--- src/rtl/rr_bus_arbiter.sv ---
// rtl/rr_bus_arbiter.sv - round-robin bus arbiter driving a 4-to-16 grant decoder
//
// Shares one system bus among up to 16 requesters. The 4-bit grant index and
// grant enable feed the decoder A/E inputs. Each ownership ends on a voluntary
// release, a dropped request, or after MAX_HOLD grant cycles, and is always
// followed by a one-cycle gap with the grant disabled.
//
// Ports:
//   clk_i        system clock, rising edge
//   rst_n_i      asynchronous active-low reset
//   req_i[15:0]  level-held request per requester
//   rel_i        voluntary release strobe from the current owner
//   gnt_idx_o    current/last owner index (decoder A)
//   gnt_en_o     grant valid (decoder E)
//   busy_o       high whenever the arbiter is not idle
//   timeout_o    high during the gap that follows a MAX_HOLD expiry
module rr_bus_arbiter #(
    parameter int unsigned MAX_HOLD = 8
) (
    input  logic        clk_i,
    input  logic        rst_n_i,
    input  logic [15:0] req_i,
    input  logic        rel_i,
    output logic [3:0]  gnt_idx_o,
    output logic        gnt_en_o,
    output logic        busy_o,
    output logic        timeout_o
);

    typedef enum logic [1:0] {
        ST_IDLE = 2'd0,
        ST_OWN  = 2'd1,
        ST_GAP  = 2'd2
    } state_e;

    localparam logic [7:0] MaxHold = 8'(MAX_HOLD);

    state_e     state_q, state_d;
    logic [3:0] gnt_idx_q, gnt_idx_d;
    logic [3:0] last_q, last_d;
    logic [7:0] hold_cnt_q, hold_cnt_d;
    logic       timeout_q, timeout_d;

    logic [3:0] winner;
    logic       found;
    logic [3:0] scan_idx;

    // Scan from last+1 upward with 4-bit wraparound; offset 16 wraps to last
    // itself, so a lone requester that just owned the bus is found again.
    always_comb begin
        winner   = last_q;
        found    = 1'b0;
        scan_idx = last_q;
        for (int k = 1; k <= 16; k++) begin
            scan_idx = last_q + 4'(k);
            if (!found && req_i[scan_idx]) begin
                winner = scan_idx;
                found  = 1'b1;
            end
        end
    end

    always_comb begin
        state_d    = state_q;
        gnt_idx_d  = gnt_idx_q;
        last_d     = last_q;
        hold_cnt_d = hold_cnt_q;
        timeout_d  = timeout_q;
        case (state_q)
            ST_OWN: begin
                // Release wins over timeout when both happen on the same edge.
                if (!req_i[gnt_idx_q] || rel_i) begin
                    state_d   = ST_GAP;
                    timeout_d = 1'b0;
                end else if (MaxHold != 8'd0 && hold_cnt_q == MaxHold) begin
                    state_d   = ST_GAP;
                    timeout_d = 1'b1;
                end else if (hold_cnt_q != 8'hFF) begin
                    // Saturate so an unlimited hold never wraps the counter.
                    hold_cnt_d = hold_cnt_q + 8'd1;
                end
            end
            default: begin
                // IDLE and GAP arbitrate identically; GAP always lasts one cycle.
                timeout_d = 1'b0;
                if (found) begin
                    state_d    = ST_OWN;
                    gnt_idx_d  = winner;
                    last_d     = winner;
                    hold_cnt_d = 8'd1;
                end else begin
                    state_d = ST_IDLE;
                end
            end
        endcase
    end

    always_ff @(posedge clk_i or negedge rst_n_i) begin
        if (!rst_n_i) begin
            state_q    <= ST_IDLE;
            gnt_idx_q  <= 4'd0;
            last_q     <= 4'd15;
            hold_cnt_q <= 8'd0;
            timeout_q  <= 1'b0;
        end else begin
            state_q    <= state_d;
            gnt_idx_q  <= gnt_idx_d;
            last_q     <= last_d;
            hold_cnt_q <= hold_cnt_d;
            timeout_q  <= timeout_d;
        end
    end

    // Outputs decode directly from registered state, so reset clears the
    // grant enable without waiting for a clock edge.
    assign gnt_idx_o = gnt_idx_q;
    assign gnt_en_o  = (state_q == ST_OWN);
    assign busy_o    = (state_q != ST_IDLE);
    assign timeout_o = timeout_q;

endmodule

--- config.mk ---
export PLATFORM = sky130hd
export DESIGN_NAME = rr_bus_arbiter
export DESIGN_NICKNAME = d
export VERILOG_FILES = /design/src/rtl/rr_bus_arbiter.sv
export SDC_FILE = /design/constraint.sdc
export NUM_CORES = 1
export LEC_CHECK = 0
export BUFFER_PORTS_ARGS = -buffer_cell sky130_fd_sc_hd__buf_2
export CAP_MARGIN = 5
export CORE_UTILIZATION = 50
export CTS_CLUSTER_SIZE = 24
export DETAILED_ROUTE_END_ITERATION = 12
export PLACE_DENSITY = 0.68
export RECOVER_POWER = 50
export SLEW_MARGIN = 20
export SYNTH_ARGS = -nofsm -noshare
export SYNTH_HDL_FRONTEND = slang
export SYNTH_SLANG_ARGS = --single-unit
--- constraint.sdc ---
create_clock -name clk_i -period 5.45 [get_ports clk_i]
set_input_delay 1.09 -clock clk_i [delete_from_list [all_inputs] [get_ports clk_i]]
set_output_delay 1.09 -clock clk_i [all_outputs]
set_load 0.01 [all_outputs]
==> metrics.cfg, run 1 <==
[outcome]
status=complete, no violations

[worst_setup_path]
crit_arrival_ps=4670
reg2reg_slack_ps=990
start_kind=register
r2r_end=gnt_idx_o[1]
reg2reg_from=last_q[1]
ff2ff_path_depth=11
crit_required_ps=5650
worstPathMaxFanout=20
crit_type=register to register
cp-end-kind=register

[synth]
synth_xor_area_share_pct=4.28
synthTopCellsByArea=mux4_2, dfrtp_1, mux2i_1
synth_top_area_share_pct=23.3
syn_inst=368
synth_seq_area_share_pct=13.8
synth_simple_gate_area_share_pct=15.1
synth_compound_area_share_pct=17.4
muxShareOfSynthArea_pct=40.7
synth_edf_count=0
avgSynthCellArea_um2=9.45
yosys_warnings=0
synth_flop_cell=dfrtp_1
synthAdderAreaFrac_pct=3.60
syn-num-nets=397
synth-async-reset-ratio_pct=100
netlist_area_um2=3480
synth_cell_types=58
yosysTopAreaCell=mux4_2
synth_top_family_by_area=multiplexers
synth_seq_cells=19

[floorplan]
die_x_um=85.4
floorplan.initialDensity_pct=51.5
core_area_um2=6760
die_area_um2=7290
dieHeight_um=85.4
ios=26
rows=30

[clocking]
htreeDepth=1
clock_path_buffers=2
clock-sinks=19
holdBufCountCts=0
tritoncts=yes
clock_latency_ps=260
cts_root_buf=clkbuf_8
clkTransAtPathRegs_ps=70
cts_buffers=3
post_cts_buffers=0
cts_resized=0

[timing]
finalSetupViolations=0
min_period_over_period_pct=81.9
rsz0062_at_grt=no
tightest_slew_ps=960
tns_ps=0
max_freq_mhz=224
hold_violations=0
timing.final.crit_period_ps=4460
slew-limit-headroom_pct=36.0
fin_skew_ps=4.42
finalMaxSlewViolations=0

[worst_hold_path]
hp-class=register to register
hp-start=gnt_idx_o[3]
hold_depth=2
min_to=gnt_idx_o[3]

[global_routing]
grt_use_total_pct=29.6
grt_pass1_wl_mm=16.8
overflow=0
grt_pass1_vias=3083
grt_max_degree=34
antenna_found_initial=0

[finish]
fin_nets=419
drive_gt1_share_pct=26.0
area_growth_pct=6.26
diodes=0

[drt]
detail_route.wl_per_cell_um=22.1
via_count=3301
firstDrtPassIters=5
post-route-drc-count=0
first_iter_violations=299
final_antenna_net_count=0
drt_wl_total_mm=10.4
via_per_inst=7.04

[place]
portBuffers=25
gp_congestion=0.987
dpl.hpwl_mm=7.81

[flow_run]
drv_cap=0

==> metrics by stage <==
stage               setup slack (ps)  cells  cell area (µm²)  hold WS, ps  utilization (%)
finish                           986    469             3700          515             54.7
global route                     692    469             3700          553             54.7
CTS                             1010    469             3700          518             54.8
detailed placement              1020    465             3660          496             54.1
global placement                1020    465             3660          499             54.1
floorplan                       1010    368             3480          494                -
==> final cells by class <==
class / count / area [µm²]
multi-input cells: 316 / 2820
clock buffers: 4 / 45.0
fillers: 612 / 3060
flip-flops and latches: 19 / 480
well taps: 80 / 100
repair buffers: 35 / 195
inverters: 15 / 56.3
==> sequential cells by signal (all words and copies together) (netlist names) <==
name / flops
gnt_idx_o: 4
timeout_o: 1
state_q: 2
last_q: 4
hold_cnt_q: 8
==> logic make-up after synthesis <==
family | after synthesis
xor+xnor | 17
compound gates | 87
simple gates | 109
mux | 93
fa+ha+maj | 10
buf+inv | 33
flops | 19
==> routing by layer <==
layer / vias to the layer above / global-route usage [%] / share of wire (%) / routed length [µm]
li1: 1493 / - / - / -
met1: 1593 / 42.7 / 43 / 4430
met2: 187 / 43.8 / 45 / 4660
met3: 28 / 6.81 / 9.4 / 975
met4: 0 / 10.3 / 3.1 / 319
met5: - / 0 / 0 / 0
==> how the worst max path moves through the flow <==
stage / from / endpoint / cells after the start
2_1_floorplan: last_q[1] / gnt_idx_o[1] / 15
4_1_cts: last_q[1] / gnt_idx_o[2] / 10
6_report: last_q[1] / gnt_idx_o[1] / 11
3_3_place_gp: last_q[1] / gnt_idx_o[1] / 11
3_5_place_dp: last_q[1] / gnt_idx_o[2] / 10
5_1_grt: last_q[1] / gnt_idx_o[1] / 11
==> cells in the final DEF (no fill, tap or decap), drive strengths merged, types with 5 or more instances in the layout <==
cell type,n
a21oi,21
o21ai,14
inv,15
xor2,10
nor3,9
mux2i,32
xnor2,7
nand2,35
nand4,5
buf,31
o211ai,5
dfrtp,15
mux2,25
ha,10
nor2,31
nand3,9
a31oi,7
clkbuf,8
mux4,36
o22ai,5
==> cell usage after synthesis, types with 3 or more instances <==
cell       n
buf_2      5
inv_1     14
mux2i_1   31
xnor2_1    7
buf_6      5
nand2b_1   4
nand3_1    9
mux2_2    17
mux4_2    36
a31oi_1    7
a21o_1     4
mux2_1     8
dfrtp_1   15
a21oi_1   21
a221oi_1   4
o21ai_0   12
or2_2      3
nand4_1    5
o22ai_1    5
buf_4      3
o32a_1     3
o211ai_1   5
clkbuf_1   5
ha_1      10
nor2_1    31
dfstp_2    4
nor3_1     9
xor2_1    10
nand2_1   35
==> critical path: stages, from the launching register on <==
cell and delay (ps):
dfstp_2 530, inv_1 130, ha_1 860, mux4_2 610, mux2_2 290, mux2i_1 440, nand4_1 430, nor4_4 460
a41oi_1 170, a21oi_1 170, o31a_1 210, a21o_1 100
Power of run 1 is left out: the tool's default activity adds up to more than one toggle a clock period on the data nets, which glitch-free logic cannot reach.
==> inputs of run 2 (changes only) <==
Settings changed: ABC_AREA set to 1, PLACE_DENSITY 0.68 to 0.69.
Clock period 5.45 ns to 4.13 ns, I/O delays scaled along.
==> run 2 against run 1 <==
  * Core utilization rose by 1.3 points
  * Sequential share of layout area rose by 2.5 points
  * Maximum frequency rose by 20%
  * Critical path depth rose by 10
  * Synthesized cell count rose by 39%
  * Setup slack got worse by 580 ps
  * Largest cell class unchanged
==> metrics.cfg, run 2 <==
[synth]
synthAdderAreaFrac_pct=4.32
synth_seq_cells=19
synth_simple_gate_area_share_pct=52.1
avgSynthCellArea_um2=5.67
synth_xor_area_share_pct=3.55
muxShareOfSynthArea_pct=0
synth-async-reset-ratio_pct=100
synthTopCellsByArea=nand2_1, dfrtp_1, nand3_1
yosysTopAreaCell=nand2_1
syn-num-nets=539
netlist_area_um2=2890
yosys_warnings=0
synth_top_area_share_pct=24.4
synth_seq_area_share_pct=16.6
ys_top_cells_by_count=nand2_1, nand3_1, inv_1
synth_cell_types=41
yosysMostFrequentCell=nand2_1
syn_inst=510
synth_compound_area_share_pct=10.7
synth_edf_count=0
synth_flop_cell=dfrtp_1
synth_top_family_by_area=simple AND/OR/NAND/NOR gates

[timing]
fin_skew_ps=1.48
setup_slack_ps=402
rsz0062_at_grt=no
tns_ps=0
finalSetupViolations=0
fin_hold_ws_ps=524
tightest_slew_ps=1000
slew-limit-headroom_pct=33.1
min_period_over_period_pct=90.3
max_freq_mhz=268
hold_violations=0
finalMaxSlewViolations=0
timing.final.crit_period_ps=3730

[drt]
detail_route.wl_per_cell_um=13.9
via_count=3273
drt_wl_total_mm=8.41
via_per_inst=5.43
post-route-drc-count=0
final_antenna_net_count=0
first_iter_violations=240
firstDrtPassIters=5

[floorplan]
die_x_um=78.1
floorplan.initialDensity_pct=52.2
dieHeight_um=78.1
rows=27
core_area_um2=5540
die_area_um2=6100
ios=26

[outcome]
status=complete, no violations

[clocking]
htreeDepth=1
clkTransAtPathRegs_ps=70
clock_path_buffers=2
clock_latency_ps=260
cts_root_buf=clkbuf_8
tritoncts=yes
holdBufCountCts=0
cts_resized=0
cts_buffers=3
clock-sinks=19
post_cts_buffers=0

[global_routing]
grt_pass1_vias=3003
antenna_found_initial=0
grt_max_degree=25
grt_use_total_pct=29.6
grt_pass1_wl_mm=14.2
overflow=0

[worst_hold_path]
hold_depth=2
hp-class=register to register
hp-start=timeout_o
min_to=timeout_o

[finish]
layout.cells.non_filler=603
fin_nets=561
drive_gt1_share_pct=13.4
fill_cells=593
mostFrequentLayoutCells=nand2_1, nand3_1, inv_1
area_growth_pct=7.13
largest_reg_flops=8
diodes=0
final_common_cell=nand2_1
top_register=hold_cnt_q

[place]
dp.cells=599
portBuffers=25
place_ws_ps=426
dpl.hpwl_mm=6.77
gp_congestion=0.931

[worst_setup_path]
crit_required_ps=4280
start_kind=register
crit_arrival_ps=3880
ff2ff_path_depth=21
reg2reg_from=last_q[1]
cp-end-kind=register
r2r_end=hold_cnt_q[6]
reg2reg_slack_ps=400
worstPathMaxFanout=17
crit_type=register to register

[flow_run]
drv_cap=0

-- run 2: cell count changes after synthesis, moves of 8 or more --
cell,delta
inv_1,+52
nand2_1,+153
o21ai_0,+10
nand3_2,+8
mux4_2,-36
mux2i_1,-31
mux2_1,-8
nand3_1,+63
mux2_2,-17
a21oi_1,-10
-- run 2: layer usage --
layer  share of wire (%)  track usage (%)  vias to the layer above
met5                   0                0                        -
met4                 2.9             9.44                        0
met3                 4.8             4.42                       16
met2                  43             45.7                      114
met1                  49             42.3                     1468
li1                    -                -                     1675
-- run 2: cell type report --
cell class | count | area [µm²] | area share, %
multi-input combinational | 406 | 2050 | 66.0
inverter | 71 | 270 | 8.72
tap | 72 | 90.1 | 2.91
sequential | 19 | 480 | 15.5
clock buffer | 3 | 41.3 | 1.33
timing repair buffer | 31 | 165 | 5.33
clock inverter | 1 | 7.51 | 0.242
-- run 2: cells by family after synthesis --
group	count (synthesis)
fa+ha+maj	10
compound gates	53
buf+inv	85
simple gates	333
flops	19
xor+xnor	10
-- run 2: critical path: stages, from the launching register on --
cell	delay, ps
dfstp_2	530
inv_1	220
ha_1	660
inv_1	160
nand3_1	160
nand3_1	90
nand2_1	120
nand3_2	90
nor2_4	140
nand3_2	100
nor2_4	140
nand4_2	110
nor2_2	140
nand2_2	80
inv_2	70
nand2_2	70
nor2_4	100
nand4_2	100
nand2_4	190
nand2_4	150
a21oi_1	150
nor2_1	60
-- run 2: metrics by stage --
step | util, % | area, µm²
global route | 56.0 | 3100
finish | 56.0 | 3100
floorplan | - | 2890
CTS | 56.1 | 3110
global placement | 55.2 | 3060
detailed placement | 55.2 | 3060
-- run 2: how the worst max path moves through the flow --
stage	startpoint	end	depth (start not counted)	slack (ps)
after floorplan	last_q[2]	hold_cnt_q[0]	24	800
after global placement	last_q[2]	hold_cnt_q[6]	21	490
after detailed placement	last_q[1]	hold_cnt_q[6]	21	430
after CTS	last_q[2]	hold_cnt_q[6]	21	410
after global routing	last_q[1]	hold_cnt_q[6]	21	60
final	last_q[1]	hold_cnt_q[6]	21	400
Power of run 2 is left out for the same reason.
==> inputs of run 3 (changes only) <==
Settings changed: MAX_ROUTING_LAYER set to met4.
==> run 3 against run 2 <==
  * Count of clock-buffer cells in the layout is the same
  * Critical path depth grew 1
  * Final cell count up 0.17%
  * Routed wire length decreased by 2.3%
  * Setup slack gained 12 ps
  * Clock skew grew 4.3 ps
  * Register-to-register slack about the same
  * Global-route usage rose by 0.29 points
  * Core utilization rose by 0.14 points
==> metrics.cfg, run 3 (synthesis gave the netlist of run 2 again) <==
[worst_setup_path]
worstPathMaxFanout=17
crit_path_cell_trace=inv_1, buf_4, ha_1, inv_1, nand3_1, nand3_1, nand2_1, nand3_2, nor2_4, nand3_2, nor2_4, nand4_2, nor2_2, nand2_2, inv_2, nand2_2, nor2_4, nand4_2, nand2_4, nand2_4, a21oi_1, nor2_1
path_delay_family=simple AND/OR/NAND/NOR gates
cp_common_cell=nor2_4
crit_type=register to register
start_kind=register
cpPeakStageDelay_ps=570
cpMaxStageDelayCell=ha_1
crit_arrival_ps=3880
reg2reg_slack_ps=410
cp-end-kind=register
critPathBufInv=4
crit_required_ps=4290

[place]
place_ws_ps=433
gp_congestion=0.949
portBuffers=25
dpl.hpwl_mm=6.66

[finish]
fin_nets=562
diodes=0
drive_gt1_share_pct=13.5
mostFrequentLayoutCells=nand2_1, nand3_1, inv_1
area_growth_pct=7.39
top_register=hold_cnt_q
post-route-util_pct=56.1
largest_reg_flops=8
final_common_cell=nand2_1

[timing]
tightest_slew_ps=979
finalSetupViolations=0
timing.final.crit_period_ps=3720
max_freq_mhz=269
hold_violations=0
rsz0062_at_grt=no
min_period_over_period_pct=90.0
tns_ps=0
finalMaxSlewViolations=0
fin_hold_ws_ps=523
fin_skew_ps=5.82
slew-limit-headroom_pct=34.8
setup_slack_ps=413

[clocking]
htreeDepth=1
cts_root_buf=clkbuf_8
clock-sinks=19
clock_path_buffers=2
clkTransAtPathRegs_ps=80
holdBufCountCts=0
post_cts_buffers=0
cts_buffers=3
cts_resized=0
clock_latency_ps=260
tritoncts=yes

[floorplan]
rows=27
floorplan.initialDensity_pct=52.2
ios=26
dieHeight_um=78.1
core_area_um2=5540
die_area_um2=6100
die_x_um=78.1

[flow_run]
drv_cap=0

[drt]
drt_wl_total_mm=8.21
post-route-drc-count=0
via_per_inst=5.44
firstDrtPassIters=5
final_antenna_net_count=0
detail_route.wl_per_cell_um=13.6
via_count=3288
first_iter_violations=175

[global_routing]
antenna_found_initial=0
grt_use_total_pct=29.9
grt_max_degree=20
grt_pass1_wl_mm=13.9
overflow=0
grt_pass1_vias=2902

[worst_hold_path]
hp-class=register to register

[outcome]
status=complete, no violations

[run 3: cell types whose count changed in the layout (fill, tap and decap cells not counted), sizes merged]
cell	change
buf	+1
[run 3: worst min-delay path, stage by stage, from the launching register on]
cell and delay, ps:
dfrtp_1 340, nor2_1 40, nor2_1 100
[run 3: metal layers]
layer / GRT usage [%] / vias to the layer above / wire, µm
li1: - / 1677 / -
met3: 3.72 / 10 / 477
met2: 47.2 / 123 / 3750
met5: - / - / 0
met1: 41.6 / 1478 / 3840
met4: 5.37 / 0 / 146
[run 3: area by class of cell]
cell class / instances / area [µm²]
inverter: 71 / 270
timing repair buffer: 32 / 173
multi-input combinational: 406 / 2050
sequential: 19 / 480
clock inverter: 1 / 7.51
fill: 596 / 2430
clock buffer: 3 / 41.3
tap: 72 / 90.1
[run 3: per-stage QoR]
step	instances	instance area [µm²]
floorplan	510	2890
global placement	600	3060
detailed placement	600	3060
CTS	604	3110
global route	604	3110
finish	604	3110
[run 3: path summary, 6_finish.rpt]
check	start	endpoint	cells after the start
max	last_q[1]	hold_cnt_q[6]	22
min	timeout_o	timeout_o	2
max reg2reg	last_q[1]	hold_cnt_q[6]	22
min reg2reg	timeout_o	timeout_o	2
max in group asynchronous	rst_n_i	gnt_idx_o[2]	1
min in group asynchronous	rst_n_i	hold_cnt_q[2]	1
Power of run 3 is left out for the same reason.
